$ cat src/rtl/uart_tx_frame_serializer.sv
// rtl/uart_tx_frame_serializer.sv - frame-to-word serializer with one-frame hold buffer for a UART TX
module uart_tx_frame_serializer #(
   parameter int WIDTH = 8,
   parameter int DEPTH = 4,
   parameter int LW    = $clog2(DEPTH + 1)
) (
   input  logic                         clk,
   input  logic                         arst,
   input  logic                         up_valid,
   output logic                         up_ready,
   input  logic [DEPTH-1:0][WIDTH-1:0]  up_data,
   input  logic [LW-1:0]                up_len,
   input  logic                         up_msb_first,
   output logic                         down_valid,
   input  logic                         down_ready,
   output logic [WIDTH-1:0]             down_data,
   output logic                         down_last,
   output logic                         busy
);

   typedef enum logic [1:0] {
      S_IDLE      = 2'd0,
      S_SEND      = 2'd1,
      S_SEND_HELD = 2'd2
   } state_t;

   state_t                        r_state;
   state_t                        w_state_nxt;

   logic [DEPTH-1:0][WIDTH-1:0]   r_act_data;
   logic [LW-1:0]                 r_act_len;
   logic                          r_act_msb;
   logic [LW-1:0]                 r_idx;

   logic [DEPTH-1:0][WIDTH-1:0]   r_hold_data;
   logic [LW-1:0]                 r_hold_len;
   logic                          r_hold_msb;

   logic                          w_act;
   logic                          w_hold_valid;
   logic [LW-1:0]                 w_len_clamp;
   logic [LW-1:0]                 w_last_idx;
   logic [LW-1:0]                 w_sel;
   logic [WIDTH-1:0]              w_word;
   logic                          w_up_go;
   logic                          w_beat;
   logic                          w_last_beat;
   logic                          w_load_up_act;
   logic                          w_load_hold_act;
   logic                          w_load_hold;

   // Hold occupancy is encoded in the state, so it cannot disagree with it.
   assign w_act        = (r_state != S_IDLE);
   assign w_hold_valid = (r_state == S_SEND_HELD);

   assign w_len_clamp  = (up_len > LW'(DEPTH)) ? LW'(DEPTH) : up_len;
   assign up_ready     = ~w_hold_valid & ~arst;
   // Zero-length frames are handshaken but never routed anywhere.
   assign w_up_go      = up_valid & up_ready & (w_len_clamp != '0);

   assign w_last_idx   = r_act_len - LW'(1);
   assign w_sel        = r_act_msb ? (w_last_idx - r_idx) : r_idx;

   assign down_valid   = w_act;
   assign down_last    = w_act & (r_idx == w_last_idx);
   assign down_data    = w_act ? w_word : '0;
   assign busy         = w_act;

   assign w_beat       = w_act & down_ready;
   assign w_last_beat  = w_beat & down_last;

   // Word select mux over the active frame; bounded so a stale index reads zero.
   always_comb begin
      w_word = '0;
      for (int i = 0; i < DEPTH; i++) begin
         if (w_sel == LW'(i)) begin
            w_word = r_act_data[i];
         end
      end
   end

   // Next-state and routing decisions for accepted frames.
   always_comb begin
      w_state_nxt     = r_state;
      w_load_up_act   = 1'b0;
      w_load_hold_act = 1'b0;
      w_load_hold     = 1'b0;
      case (r_state)
         S_IDLE: begin
            if (w_up_go) begin
               w_state_nxt   = S_SEND;
               w_load_up_act = 1'b1;
            end
         end
         S_SEND: begin
            if (w_last_beat) begin
               if (w_up_go) begin
                  w_load_up_act = 1'b1;
               end else begin
                  w_state_nxt = S_IDLE;
               end
            end else if (w_up_go) begin
               w_state_nxt = S_SEND_HELD;
               w_load_hold = 1'b1;
            end
         end
         S_SEND_HELD: begin
            if (w_last_beat) begin
               w_state_nxt     = S_SEND;
               w_load_hold_act = 1'b1;
            end
         end
         default: w_state_nxt = S_IDLE;
      endcase
   end

   // State register.
   always_ff @(posedge clk or posedge arst) begin
      if (arst) begin
         r_state <= S_IDLE;
      end else begin
         r_state <= w_state_nxt;
      end
   end

   // Active/hold frame storage and word counter.
   always_ff @(posedge clk or posedge arst) begin
      if (arst) begin
         r_act_data  <= '0;
         r_act_len   <= '0;
         r_act_msb   <= 1'b0;
         r_idx       <= '0;
         r_hold_data <= '0;
         r_hold_len  <= '0;
         r_hold_msb  <= 1'b0;
      end else begin
         if (w_load_hold) begin
            r_hold_data <= up_data;
            r_hold_len  <= w_len_clamp;
            r_hold_msb  <= up_msb_first;
         end
         if (w_load_up_act) begin
            r_act_data <= up_data;
            r_act_len  <= w_len_clamp;
            r_act_msb  <= up_msb_first;
            r_idx      <= '0;
         end else if (w_load_hold_act) begin
            r_act_data <= r_hold_data;
            r_act_len  <= r_hold_len;
            r_act_msb  <= r_hold_msb;
            r_idx      <= '0;
         end else if (w_last_beat) begin
            r_idx <= '0;
         end else if (w_beat) begin
            r_idx <= r_idx + LW'(1);
         end
      end
   end

endmodule

$ cat config.mk
export PLATFORM = sky130hd
export DESIGN_NAME = uart_tx_frame_serializer
export DESIGN_NICKNAME = d
export VERILOG_FILES = /design/src/rtl/uart_tx_frame_serializer.sv
export SDC_FILE = /design/constraint.sdc
export NUM_CORES = 1
export LEC_CHECK = 0
export CORE_ASPECT_RATIO = 1.2
export CORE_MARGIN = 2
export CORE_UTILIZATION = 55
export DETAILED_ROUTE_END_ITERATION = 7
export GPL_TIMING_DRIVEN = 0
export PLACE_DENSITY = 0.8
export RECOVER_POWER = 25
export SLEW_MARGIN = 20
export SYNTH_ARGS = -nofsm -noshare
export SYNTH_HDL_FRONTEND = slang
export SYNTH_SLANG_ARGS = --single-unit
$ cat constraint.sdc
create_clock -name clk -period 3.6 [get_ports clk]
set_input_delay 0.72 -clock clk [delete_from_list [all_inputs] [get_ports clk]]
set_output_delay 0.72 -clock clk [all_outputs]
set_load 0.03 [all_outputs]
# Yosys cells after proc, flatten, opt, wreduce, memory -nomap -nowiden

Cells that the tools add are included.

Register bits: 77
Input port bits: 40
Output and inout bits: 12
Word-level logic and storage cells: 73

Add/sub/neg operators: 3
$lt $le $gt $ge: 1
Eq/ne operators: 10
Multiplexer cells: 30
Bitwise gates (word level): 8
Reduce and logical (&&, ||, !) cells: 7

Operators by type and width:

| operator                                                                | count |
|---|---|
| 32-bit two-way mux                                                      | 2 |
| 8-bit two-way mux                                                       | 5 |
| 3-bit two-way mux                                                       | 8 |
| 2-bit two-way mux                                                       | 5 |
| 1-bit two-way mux                                                       | 8 |
| 1-bit bitwise AND                                                       | 6 |
| 3-bit by 2-bit == test with 1-bit output, second input constant         | 2 |
| 3-bit inequality test, second input constant                            | 2 |
| 2-bit case mux with 3 select lines                                      | 1 |
| 4-bit AND reduction                                                     | 1 |
| 2-bit nonzero test                                                      | 2 |
| 4-bit nonzero test                                                      | 1 |
| 3-bit by 1-bit adder with 3-bit output, second input constant           | 1 |
| 3-bit by 1-bit == test with 1-bit output, second input constant         | 1 |
| 3-bit == test                                                           | 1 |
| 3-bit greater-than comparator, second input constant                    | 1 |
| 3-bit logical NOT                                                       | 1 |
| 3-bit nonzero test                                                      | 1 |
| 3-bit by 1-bit subtractor with 3-bit output, second input constant      | 1 |
| 3-bit subtractor                                                        | 1 |
| 2-bit by 1-bit == test with 1-bit output, second input constant         | 1 |
| 2-bit == test, second input constant                                    | 1 |
| 2-bit logical NOT                                                       | 1 |
| 2-bit by 1-bit inequality test with 1-bit output, second input constant | 1 |
| 3 further kinds                                                         | 4 |

# Longest topological paths before layout

Gate-level depths: netlist (run 1).

Word-level depth: 9
Depth in mapped cells: 9
Gate-level depth less buffers: 8

# Least setup slack after synthesis (run 1)

Ideal clock, no wire load.

Path type: register -> output
Start point: register r_act_len[0]
End point: output port down_data[0]
Arrival time: 2.826 ns
Required time: 2.880 ns
Setup slack: 0.054 ns
Cell stages (with the launch flop): 9
Path buffers: 0
Cell sequence: dfrtp_1 > inv_1 > ha_1 > inv_1 > fa_1 > mux2i_1 > a211oi_1 > a41o_1 > a221oi_1

Longest elaborated chain between the ends: 9
Elaborated cells between the ends (all ways): 12
Those cells by class: 2 x add/sub; 3 x eq/ne; 6 x mux; 1 x reduce/logical

Ends and longest elaborated chain:

| item                                            | RTL line | RTL |
|---|---|---|
| start: declaration                              | 31       | `logic [LW-1:0] r_act_len;` |
| start signal: assignment                        | 144      | `r_act_len <= w_len_clamp;` |
| start signal: assignment                        | 149      | `r_act_len <= r_hold_len;` |
| 3-bit by 1-bit subtractor with 3-bit output (*) | 61       | `assign w_last_idx = r_act_len - LW'(1);` |
| 3-bit subtractor (*)                            | 62       | `assign w_sel = r_act_msb ? (w_last_idx - r_idx) : r_idx;` |
| 3-bit two-way mux (*)                           | 62       |  |
| 3-bit logical NOT                               | 76       | `if (w_sel == LW'(i)) begin` |
| 8-bit two-way mux (3 in series)                 | 76       |  |
| 8-bit two-way mux (*)                           | 76       |  |
| 8-bit two-way mux (*)                           | 66       | `assign down_data = w_act ? w_word : '0;` |
| end: declaration                                | 16       | `output logic [WIDTH-1:0] down_data,` |

Every way passes the cells marked *; elsewhere a longest branch is shown, timed or not.

# Final worst setup path (run 1)

Start point: register r_act_msb
End point: output port down_data[6]

Longest elaborated chain between the ends: 7
Elaborated cells between the ends (all ways): 10
Those cells by class: 3 x eq/ne; 6 x mux; 1 x reduce/logical

Ends and longest elaborated chain:

| item                            | RTL line | RTL |
|---|---|---|
| start: declaration              | 32       | `logic r_act_msb;` |
| start signal: assignment        | 145      | `r_act_msb <= up_msb_first;` |
| start signal: assignment        | 150      | `r_act_msb <= r_hold_msb;` |
| 3-bit two-way mux (*)           | 62       |  |
| 3-bit logical NOT               | 76       |  |
| 8-bit two-way mux (3 in series) | 76       |  |
| 8-bit two-way mux (*)           | 76       |  |
| 8-bit two-way mux (*)           | 66       |  |

Marked as above.

==> impl_metrics.json, run 1 <==
{
  "grt_pass1_wl_um": 14400,
  "initial_core_util": 0.576,
  "synthArstFlopShare": 1.00,
  "power_switching_mw": 1.88,
  "total_power_mw": 4.63,
  "core_um2": 6490,
  "worst_hold_slack_ns": 0.502,
  "status": "finished, final reports clean",
  "setup_violations": 0,
  "drive_gt1_frac": 0.248,
  "nNetsFinal": 408,
  "synthCells": 297,
  "wl_um": 8830,
  "yosys.area.top_type_share": 0.516,
  "cts_max_level": 3,
  "drt_first_pass_iters": 4,
  "seq_power_share": 0.332,
  "yosysMostFrequentCell": "dfrtp_1",
  "critPathMaxStageDelay_ns": 0.52,
  "die_x_um": 79.3,
  "cts_hold_buffers": 0,
  "clk_latency_ns": 0.35,
  "drtIter0Drc": 182,
  "clkTransAtPathRegs_ns": 0.08,
  "cellInternalPower_mw": 2.76,
  "min_period_over_period": 0.974,
  "fin_ws_ns": 0.0918,
  "power_density_nw_per_um2": 974,
  "gp_congestion": 0.845,
  "cts_root_buf": "clkbuf_8",
  "critPathLaunchType": "flop",
  "maxCapViolCount": 0,
  "period_minus_slack_ns": 3.51,
  "die_y_um": 94.3,
  "antenna_found_initial": 0,
  "crit_required_ns": 2.88,
  "worst_ir_drop_vdd_mv": 0.620,
  "crit_family": "buffers and inverters",
  "slowest_stage": "clkbuf_1",
  "finalMaxSlewViolations": 0,
  "place_ws_ns": -0.557,
  "io_pins": 52,
  "grt_max_degree": 41,
  "area_delta_synth_final_pct": 27.3,
  "cp.arrival_ns": 2.79,
  "placed_area_um2": 4380,
  "worst-setup-path-type": "reg2out",
  "dp.cells": 434,
  "syn_area_per_cell_um2": 12.6,
  "n_antenna_cell": 0,
  "stdcell_area_um2": 4760,
  "crit_buf_inv": 3,
  "drc": 0,
  "fmax_mhz": 285,
  "yosysSeqAreaShare": 0.516,
  "p_clk_frac": 0.152,
  "track_usage": 0.255,
  "synth_seq_cells": 77,
  "ant_nets": 0,
  "slew_headroom": 0.546,
  "cts_made_buffers": 9,
  "end_kind": "output pin",
  "die-area_um2": 7470,
  "cts_buffer_depth": 2,
  "synth_area_leaders": "dfrtp_1, mux2_2, a221o_1, and3_1, mux2i_1",
  "yosysTopAreaCell": "dfrtp_1",
  "wl_per_cell_um": 19.5,
  "critPathMaxFanout": 10,
  "synth.distinct_cells": 36,
  "via_per_inst": 6.24,
  "synth-edff-count": 0,
  "row_count": 32,
  "swShare": 0.405,
  "pwr-share-comb": 0.516,
  "worstMarginPinSlew_ns": 0.680,
  "grt_overflow": 0,
  "postLayoutCoreUtil": 0.733,
  "grt_pass1_vias": 2897,
  "syn_nets": 342,
  "port_buffers": 51,
  "crit_chain": "clkbuf_1 -> nand2_1 -> o21ai_2 -> buf_2 -> mux2i_1 -> a221oi_4 -> buf_4",
  "num_vias": 2820,
  "synth_area_um2": 3740,
  "cts_tree": "yes",
  "dp.final_hpwl_um": 5970,
  "hold_viol": 0,
  "yosys_warnings": 0,
  "final_cells": 452,
  "synth_ff_type": "dfrtp_1",
  "p_leak_nw": 2.17,
  "hp-class": "reg2reg",
  "clock_sinks": 77,
  "synthTopCellsByCount": "dfrtp_1, and3_1, a221o_1, mux2_2, mux2i_1",
  "tns_ns": 0,
  "fin_worst_skew_ns": 0.00707
}
-- placed cells by master, fill, tap and decap left out, drive strengths merged, types with 2 or more instances in the layout --
cell and n:
dfrtp 77, or3 2, inv 10, buf 21
and2 3, nand3 3, a221o 34, nor3 2
nand2b 3, o21ai 8, nor3b 2, clkinv 2
mux2 34, a31oi 2, bufinv 2, a211oi 2
a221oi 10, nand2 9, mux2i 17, nor2 3
clkdlybuf4s50 42, ha 4, clkbuf 21, clkinvlp 2
and3 36, a21oi 5, xnor3 2
-- worst register-to-register path, delay by kind of cell, from the launching register on --
family / cells / cell delay [ns]
flip-flops: 1 / 0.38
AO/OA/AOI/OAI: 1 / 0.25
multiplexers: 1 / 0.31
adder cells (fa/ha/maj): 2 / 0.50
AND/OR/NAND/NOR: 2 / 0.52
buffers and inverters: 3 / 0.55
-- power groups by stage --
stage          clock network [mW]  logic (mW)  registers, mW
6_report                    0.703        2.39           1.54
5_1_grt                     0.755        2.55           1.59
4_1_cts                     0.716        2.20           1.53
3_5_place_dp                    0        2.01           1.54
3_3_place_gp                    0        1.95           1.52
2_1_floorplan                   0        1.49           1.45
-- area by class of cell --
type	count	area (um2)
buffer	21	111
clock buffer	9	124
clock inverter	6	88.8
fill	465	1730
inverter	10	40.0
multi-input combinational	189	1820
sequential	77	1930
tap	85	106
timing repair buffer	55	544
-- flip-flops by register name (all words and copies together) (netlist names) --
| name | cells |
|---|---|
| r_act_data | 32 |
| r_act_len | 3 |
| r_act_msb | 1 |
| r_hold_data | 32 |
| r_hold_len | 3 |
| r_hold_msb | 1 |
| r_idx | 3 |
| r_state | 2 |
-- what timing repair did --
item | 4_1_cts | 5_1_grt
buffers inserted | 1 | 2
cloned | 0 | 0
endpoints found under the setup margin | 8 | 8
gates resized for setup | 71 | 14
pin swaps | 1 | 4
-- layer usage --
| metal | vias up | part of all wire | global-route usage |
|---|---|---|---|
| li1 | 1274 | - | - |
| met1 | 1433 | 0.42 | 0.331 |
| met2 | 103 | 0.52 | 0.423 |
| met3 | 10 | 0.045 | 0.0356 |
| met4 | 0 | 0.014 | 0.125 |
| met5 | - | 0 | 0 |
-- path summary, 6_finish.rpt --
| kind | from | endpoint | slack (ns) | cells past startpoint |
|---|---|---|---|---|
| worst max-delay path | r_act_msb$_DFFE_PP0P_ | down_data[6] | 0.09 | 7 |
| worst min-delay path | r_hold_data[18]$_DFFE_PP0P_ | r_act_data[18]$_DFFE_PP0P_ | 0.50 | 1 |
| worst max register to register | r_act_len[0]$_DFFE_PP0P_ | r_hold_data[17]$_DFFE_PP0P_ | 0.97 | 9 |
| worst min register to register | r_hold_data[18]$_DFFE_PP0P_ | r_act_data[18]$_DFFE_PP0P_ | 0.50 | 1 |
| max in group asynchronous | arst | r_act_data[29]$_DFFE_PP0P_ | 2.09 | 3 |
| min in group asynchronous | arst | r_idx[2]$_DFFE_PP0P_ | 0.92 | 2 |
-- kinds of logic after synthesis --
logic type	after synthesis	synth area share
flip-flops	77	0.516
multiplexers	51	0.148
XOR/XNOR	3	0.0184
AND/OR/NAND/NOR	66	0.105
buffers and inverters	31	0.0398
adder cells (fa/ha/maj)	5	0.0187
AO/OA/AOI/OAI	64	0.154
Note: power is estimated with default switching activity, not from simulation.
==> run 2, diff against run 1 <==
--- a/config.mk
+++ b/config.mk
@@ -7,10 +7,10 @@
 export LEC_CHECK = 0
 export CORE_ASPECT_RATIO = 1.2
 export CORE_MARGIN = 2
-export CORE_UTILIZATION = 55
+export CORE_UTILIZATION = 49
 export DETAILED_ROUTE_END_ITERATION = 7
 export GPL_TIMING_DRIVEN = 0
-export PLACE_DENSITY = 0.8
+export PLACE_DENSITY = 0.76
 export RECOVER_POWER = 25
 export SLEW_MARGIN = 20
 export SYNTH_ARGS = -nofsm -noshare
==> constraint.sdc (replaced) <==
create_clock -name clk -period 3.1 [get_ports clk]
set_input_delay 0.62 -clock clk [delete_from_list [all_inputs] [get_ports clk]]
set_output_delay 0.62 -clock clk [all_outputs]
set_load 0.03 [all_outputs]
==> run 2 against run 1 <==
  * The flow now finishes with violations (setup timing)
  * Register-to-register slack got worse by 0.42 ns
  * Wire length rose by 0.76%
  * Via count fell by 0.53%
  * Largest cell class unchanged
  * Setup slack got worse by 0.27 ns
==> impl_metrics.json, run 2 (same netlist as run 1, synthesis figures left out) <==
{
  "fin_worst_skew_ns": 0.0135,
  "die_x_um": 83.7,
  "worstMarginPinSlew_ns": 1.01,
  "nNetsFinal": 407,
  "cts_root_buf": "clkbuf_8",
  "port_buffers": 51,
  "cts_max_level": 3,
  "n_antenna_cell": 0,
  "drtIter0Drc": 143,
  "die-area_um2": 8340,
  "initial_core_util": 0.511,
  "worst_ir_drop_vdd_mv": 0.613,
  "drc": 0,
  "area_delta_synth_final_pct": 29.6,
  "crit_required_ns": 2.48,
  "dp.cells": 439,
  "critPathLaunchType": "flop",
  "track_usage": 0.228,
  "hold_viol": 0,
  "ant_nets": 0,
  "critPathMaxFanout": 8,
  "grt_max_degree": 42,
  "cts_buffer_depth": 2,
  "worst-setup-path-type": "reg2out",
  "clkTransAtPathRegs_ns": 0.09,
  "grt_pass1_vias": 2807,
  "drive_gt1_frac": 0.264,
  "via_per_inst": 6.14,
  "core_um2": 7320,
  "row_count": 34,
  "maxCapViolCount": 0,
  "wl_um": 8900,
  "setup_violations": 8,
  "fmax_mhz": 305,
  "clk_latency_ns": 0.36,
  "hp-class": "reg2reg",
  "slew_headroom": 0.327,
  "layout_commonest_cell": "dfrtp_1",
  "violations": "setup timing",
  "power_density_nw_per_um2": 1140,
  "clock_sinks": 77,
  "grt_setup_unrepaired": "yes",
  "placed_area_um2": 4570,
  "total_power_mw": 5.53,
  "fill_cells": 578,
  "min_period_over_period": 1.06,
  "p_leak_nw": 2.19,
  "antenna_found_initial": 0,
  "num_vias": 2805,
  "dp.final_hpwl_um": 6130,
  "reg_top3": "r_act_data x32, r_hold_data x32",
  "mostFrequentLayoutCells": "dfrtp_1, clkdlybuf4s50_1, and3_1",
  "drt_first_pass_iters": 4,
  "end_kind": "output pin",
  "cts_made_buffers": 9,
  "reg2regPathDepth": 9,
  "final_cells": 457,
  "grt_pass1_wl_um": 14800,
  "stdcell_area_um2": 4840,
  "finalMaxSlewViolations": 0,
  "fin_ws_ns": -0.173,
  "cts_tree": "yes",
  "cp.arrival_ns": 2.65,
  "gp_congestion": 0.827,
  "wl_per_cell_um": 19.5,
  "die_y_um": 99.7,
  "period_minus_slack_ns": 3.27,
  "status": "finished with violations",
  "grt_overflow": 0,
  "holdPathStages": 1,
  "io_pins": 52
}
run 2: cell count changes in the layout (fill, tap and decap cells not counted), moves of 2 or more:
cell / previous run / this run
a221oi_2: 6 / 2
a211oi_2: 0 / 2
buf_4: 9 / 3
inv_2: 0 / 3
a221oi_4: 4 / 8
inv_1: 9 / 6
buf_6: 6 / 11
run 2: worst paths after layout:
kind                       slack (ns)                   startpoint                    endpoint
setup / recovery                -0.17     r_act_len[0]$_DFFE_PP0P_                down_data[1]
hold reg to reg                  0.50  r_hold_data[14]$_DFFE_PP0P_  r_act_data[14]$_DFFE_PP0P_
hold / removal                   0.50  r_hold_data[14]$_DFFE_PP0P_  r_act_data[14]$_DFFE_PP0P_
setup reg to reg                 0.55     r_act_len[0]$_DFFE_PP0P_  r_hold_data[3]$_DFFE_PP0P_
min in group asynchronous        0.82                         arst      r_state[0]$_DFFE_PP0P_
max in group asynchronous        0.94                         arst  r_act_data[10]$_DFFE_PP0P_
run 2: repair_timing:
action                     in CTS  in global routing
cloned                          0                  0
resized for setup              61                  2
hold buffers                    0                  0
setup endpoints to repair       8                  9
setup buffers                   3                  0
pin swaps                       4                  0
run 2: cell type report:
| cell class | count | area [um2] | share of cell area |
|---|---|---|---|
| inverters | 10 | 40.0 | 0.00827 |
| repair buffers | 55 | 563 | 0.116 |
| multi-input cells | 189 | 1870 | 0.386 |
| flip-flops and latches | 77 | 1930 | 0.398 |
| clock buffers | 9 | 124 | 0.0256 |
| clock inverters | 7 | 97.6 | 0.0202 |
| well taps | 90 | 113 | 0.0233 |
| plain buffers | 20 | 108 | 0.0222 |
run 2: through the flow:
| stage | worst slack [ns] | setup TNS, ns | utilization | hold slack, ns |
|---|---|---|---|---|
| after detailed placement | -0.816 | -7.26 | 0.625 | 0.493 |
| after global routing | -0.285 | -2.18 | 0.662 | 0.520 |
| after CTS | -0.198 | -1.31 | 0.663 | 0.502 |
| after global placement | -1.04 | -69.43 | 0.622 | 0.480 |
| after floorplan | -0.0334 | -0.267 | - | 0.474 |
| final | -0.173 | -1.21 | 0.662 | 0.500 |
run 2: critical path, stage by stage, from the launching register on:
cell and delay, ns:
dfrtp_1 0.38, inv_2 0.06, ha_4 0.25, inv_2 0.04
fa_2 0.33, xnor3_2 0.31, a211oi_2 0.09, a41o_4 0.36
a221oi_4 0.30, buf_6 0.17
run 2: routing by layer:
metal	GRT usage	share of wire
met2	0.369	0.50
met5	0	0
met4	0.0844	0.018
met3	0.0415	0.039
met1	0.308	0.44
run 2: report_power, final:
group	internal, mW	switching, mW	total (mW)
registers	1.49	0.334	1.82
logic	1.34	1.52	2.86
clock network	0.456	0.396	0.852
==> RTL edit 1, RTL diff (settings of run 1) <==
The 3 states of `state_t` get a one-hot encoding in 3 bits.
--- a/src/rtl/uart_tx_frame_serializer.sv
+++ b/src/rtl/uart_tx_frame_serializer.sv
@@ -19,8 +19,8 @@
 );
 
-   typedef enum logic [1:0] {
-      S_IDLE      = 2'd0,
-      S_SEND      = 2'd1,
-      S_SEND_HELD = 2'd2
+   typedef enum logic [2:0] {
+      S_IDLE      = 3'b001,
+      S_SEND      = 3'b010,
+      S_SEND_HELD = 3'b100
    } state_t;
 
Formal check against the unedited RTL: same outputs for any inputs over 4 cycles, from zero or initial values and one cycle with arst high; so few cycles prove little.
==> RTL edit 1 against run 1 <==
Worst setup slack better by 0.0025 ns. Die area is 1.5% higher. Sequential cell count is 1 higher. Wire length is 1.4% higher. Combinational power is 46% lower. Final area is 1.4% higher. Critical path type unchanged. Cell count is 1.1% higher. Total power is 29% lower. Count of clock-buffer cells in the layout is 1 higher. Global-route usage is 0.92 points lower. Synthesized area is 1.6% higher. Fmax hardly changed. First-iteration DRC count is 6.6% higher. Worst hold slack worse by 0.016 ns.
==> RTL edit 1: results (changes against run 1) <==
Status -> finished, final reports clean
Ranking of synthesized cells by area -> dfrtp_1 51%, mux2_2 10%, a221o_1 7.9%
DP HPWL -> 5900 microns (-1.1%)
Post-synthesis sequential area ratio -> 51.4% (-0.12 points)
Global-route usage over all layers -> 24.6% (-0.92 points)
M1 WL -> 3800 microns (+1.7%)
Worst vdd ir -> 0.502 mV (-19%)
Highest Signal Layer -> met4
Met2 Usage GRT -> 40.3% (-2.0 points)
Met2 wire length -> 4600 microns (+0.53%)
Wire per inst -> 19.6 microns (+0.27%)
Cell internal pwr -> 2050 uW (-26%)
Cell variety after synth -> 44 (+22%)
Via density -> 6.15 (-1.4%)
CTS resizes -> 66 (-7.0%)
Multi-input gate area -> 0.00185 sq mm (+1.8%)
Worst Path Max Fanout -> 8 (-2)
Hold path start -> r_act_data[7]
Worst hold endpoint -> r_act_data[7]
Critical Path Sink -> down_data[2]
ClkCell Share -> 4.30% (-0.17 points)
PortBufs -> 51 (unchanged)
Max-slew headroom -> 8.17% (-46 points)
First-pass GRT wire length -> 13900 microns (-4.0%)
Seq pwr share -> 39.6% (+6.4 points)
Vias in the first global route -> 2706 (-6.6%)
Skew final -> 0.0116 ns (+0.00453 ns)
Synth top cells by count -> 77 x dfrtp_1, 34 x mux2_2, 30 x a221o_1, 30 x and3_1, 24 x mux2i_1
Ratio of cells with drive above 1 in the final layout -> 27.3% (+2.5 points)
Inverters -> 9 (-1)
F_max -> 285 MHz (about the same)
DRT iter0 DRCs -> 194 (+6.6%)
GRT met3 Usage -> 4.17% (+0.61 points)
Slowest CP cell -> nor3b_1
Sw frac -> 37.3% (-3.2 points)
Largest net degree at the start of global routing -> 56 (+37%)
Plain + repair buffers -> 77 (+1.3%)
Leakage -> 0.00224 uW (+3.3%)
Pre-CTS WS -> -0.668 ns (-0.110 ns)
Metal3 WL -> 395 microns (+0.25%)
RD Place Congestion -> 0.863 (+2.1%)
FF+latch count, synth -> 78 (+1.3%)
CP top delay family -> simple AND/OR/NAND/NOR gates
Fillers -> 493 (+6.0%)
Final nets -> 410 (+0.49%)
Met1 usage -> 32.6% (-0.48 points)
Worst r2r dst -> r_act_data[3]
Crit path largest cell delay -> 0.59 ns (+0.07 ns)
Combinational group power -> 1290 uW (-46%)
Syn_nets -> 343 (+0.29%)
CLK BUF -> 10 (+1)
Seq area share -> 40.5% (about the same)
## RTL edit 1: cell count changes after synthesis, moves of 3 or more
cell             run 1  this run
nor2_1               3         8
nand2_1              9         5
a221o_1             34        30
o21ai_0              7         2
mux2i_1             17        24
a32o_1               0         3
and3_1              36        30
a21o_1               0         3
buf_4                1         5
clkbuf_1            12         7
or3b_2               0         3
## RTL edit 1: through the flow
step / instance area, sq um / hold slack, ns / instances / util, %
global placement: 4420 / 0.460 / 436 / 65.2
floorplan: 3800 / 0.448 / 298 / -
detailed placement: 4450 / 0.466 / 437 / 65.7
global route: 4820 / 0.506 / 457 / 71.2
finish: 4820 / 0.486 / 457 / 71.2
CTS: 4700 / 0.487 / 454 / 69.3
## RTL edit 1: kinds of logic after synthesis
family	share of synthesized area, %
multiplexers	16.4
adder cells (fa/ha/maj)	1.85
buffers and inverters	4.25
flip-flops	51.4
XOR/XNOR	1.48
AO/OA/AOI/OAI	14.3
AND/OR/NAND/NOR	10.3
==> RTL edit 2, RTL diff (flow settings as in run 1) <==
Made on the original files. Set the parameter `DEPTH` to 8 (it was 4).
--- a/src/rtl/uart_tx_frame_serializer.sv
+++ b/src/rtl/uart_tx_frame_serializer.sv
@@ -2,5 +2,5 @@
 module uart_tx_frame_serializer #(
    parameter int WIDTH = 8,
-   parameter int DEPTH = 4,
+   parameter int DEPTH = 8,
    parameter int LW    = $clog2(DEPTH + 1)
 ) (
Ports: changed (resized up_data and up_len); port bits go from 52 to 85. The function was not compared with the original's and may differ.
==> RTL edit 2 against run 1 <==
Clock power grew to 2.7 times the old value. Non-clock buffer count is 62 higher. Critical path depth is 6 higher. Synthesized area is 81% higher. Total power is 100% higher. Wire length is 110% higher. Sequential share of layout area is 1.1 points lower. Final area is 93% higher. Sequential cell count is 67 higher. The flow now finishes with violations (max-capacitance violations, max-slew violations, negative setup slack). Sequential power is 95% higher. Worst setup slack worse by 0.39 ns.
==> RTL edit 2: results (changes against run 1) <==
Failing checks -> max-capacitance violations, max-slew violations, negative setup slack
Leakage -> 0.00401 uW (+85%)
Post-synthesis sequential area ratio -> 53.1% (+1.6 points)
DP HPWL -> 12800 microns (+110%)
Clk pin slew, worst setup/hold paths -> 0.06 ns (-0.02 ns)
Syn_nets -> 707 (+110%)
Setup ws final -> -0.295 ns (-0.387 ns)
Hold path start -> r_act_data[14]
Pre-Repair DR Iteration Count -> 5 (+1)
Crit path largest cell delay -> 0.39 ns (-0.13 ns)
Regs by FF count -> r_act_data (64), r_hold_data (64)
Largest net degree at the start of global routing -> 38 (-7.3%)
Status -> complete, but fails checks
Synth top cells by count -> 166 x nand2_1, 144 x dfrtp_1, 72 x a22oi_1
Worst hold endpoint -> r_act_data[14]
Global-route usage over all layers -> 29.4% (+3.8 points)
Count of final setup violators -> 8 (+8)
Ranking of synthesized cells by area -> dfrtp_1 53%, mux2_1 11%, nand2_1 9.2%
Cells on worst reg2reg path -> 12 (+3)
Slowest CP cell -> fa_2
Max Cap Viol -> 1 (+1)
Fillers -> 784 (+69%)
Fin. max-slew vios -> 32 (+32)
Wire per inst -> 20.0 microns (+2.6%)
Slew of the pin with the lowest slew margin -> 1.79 ns (+1.11 ns)
Number of H-tree levels -> 4 (+1)
## RTL edit 2: metrics by stage
step / hold slack, ns / instances / util (%) / TNS [ns]
floorplan: 0.433 / 628 / - / -68.47
global placement: 0.447 / 873 / 67.6 / -312.15
detailed placement: 0.450 / 877 / 68.3 / -6.84
CTS: 0.464 / 921 / 76.3 / -1.00
global route: 0.497 / 922 / 76.0 / -3.10
finish: 0.461 / 922 / 76.0 / -2.22
## RTL edit 2: cell families after synthesis
group	after synthesis	share of synthesized area, %
muxes	77	13.5
xor gates and xnor gates	8	1.42
and+or+nand+nor	213	13.2
AOI/OAI and AO/OA	130	13.9
adders and majority gates	6	1.22
buffers and inverters	50	3.62
DFF	144	53.1
## RTL edit 2: how the worst max path moves through the flow
stage                     slack [ns]          from  cells past startpoint              end
after floorplan                -0.54          arst                      7  r_hold_data[16]
after global placement         -2.23          arst                      9   r_act_data[20]
after detailed placement       -0.94  r_act_len[0]                     11     down_data[1]
after CTS                      -0.17  r_act_len[0]                     12     down_data[3]
after global routing           -0.40  r_act_len[0]                     13     down_data[6]
final                          -0.29  r_act_len[0]                     13     down_data[6]
## RTL edit 2: tightest hold or removal path: stages, from the launching register on
cell     delay (ns)
dfrtp_1        0.34
nand2_1        0.05
nand2_1        0.05
## RTL edit 2: repair_timing
| action | CTS | global route |
|---|---|---|
| pin swaps | 12 | 1 |
| gates resized for setup | 107 | 3 |
| gates cloned | 1 | 0 |
| endpoints found under the setup margin | 8 | 9 |
| buffers inserted | 11 | 1 |
## RTL edit 2: routing by layer
| layer | vias to the layer above | track usage [%] | part of all wire [%] |
|---|---|---|---|
| met4 | 0 | 16.6 | 5.0 |
| met2 | 209 | 48.3 | 51 |
| met1 | 2755 | 37.0 | 39 |
| li1 | 2477 | - | - |
| met5 | - | 0 | 0 |
| met3 | 67 | 4.81 | 5.0 |
## RTL edit 2: area by class of cell
cell class / count / area, sq um / area share (%)
tap: 161 / 201 / 2.20
multi-input combinational: 434 / 3410 / 37.2
inverter: 13 / 50.0 / 0.546
timing repair buffer: 101 / 967 / 10.6
sequential: 144 / 3610 / 39.4
buffer: 37 / 295 / 3.22
clock inverter: 13 / 185 / 2.02
clock buffer: 19 / 443 / 4.84
## RTL edit 2: power by group through the flow
stage	Combinational (uW)	Clock (uW)	Sequential, uW
2_1_floorplan	2640	0	2780
3_3_place_gp	3420	0	2930
3_5_place_dp	3550	0	2980
4_1_cts	4340	1880	2970
5_1_grt	4810	1960	3070
6_report	4460	1870	3000
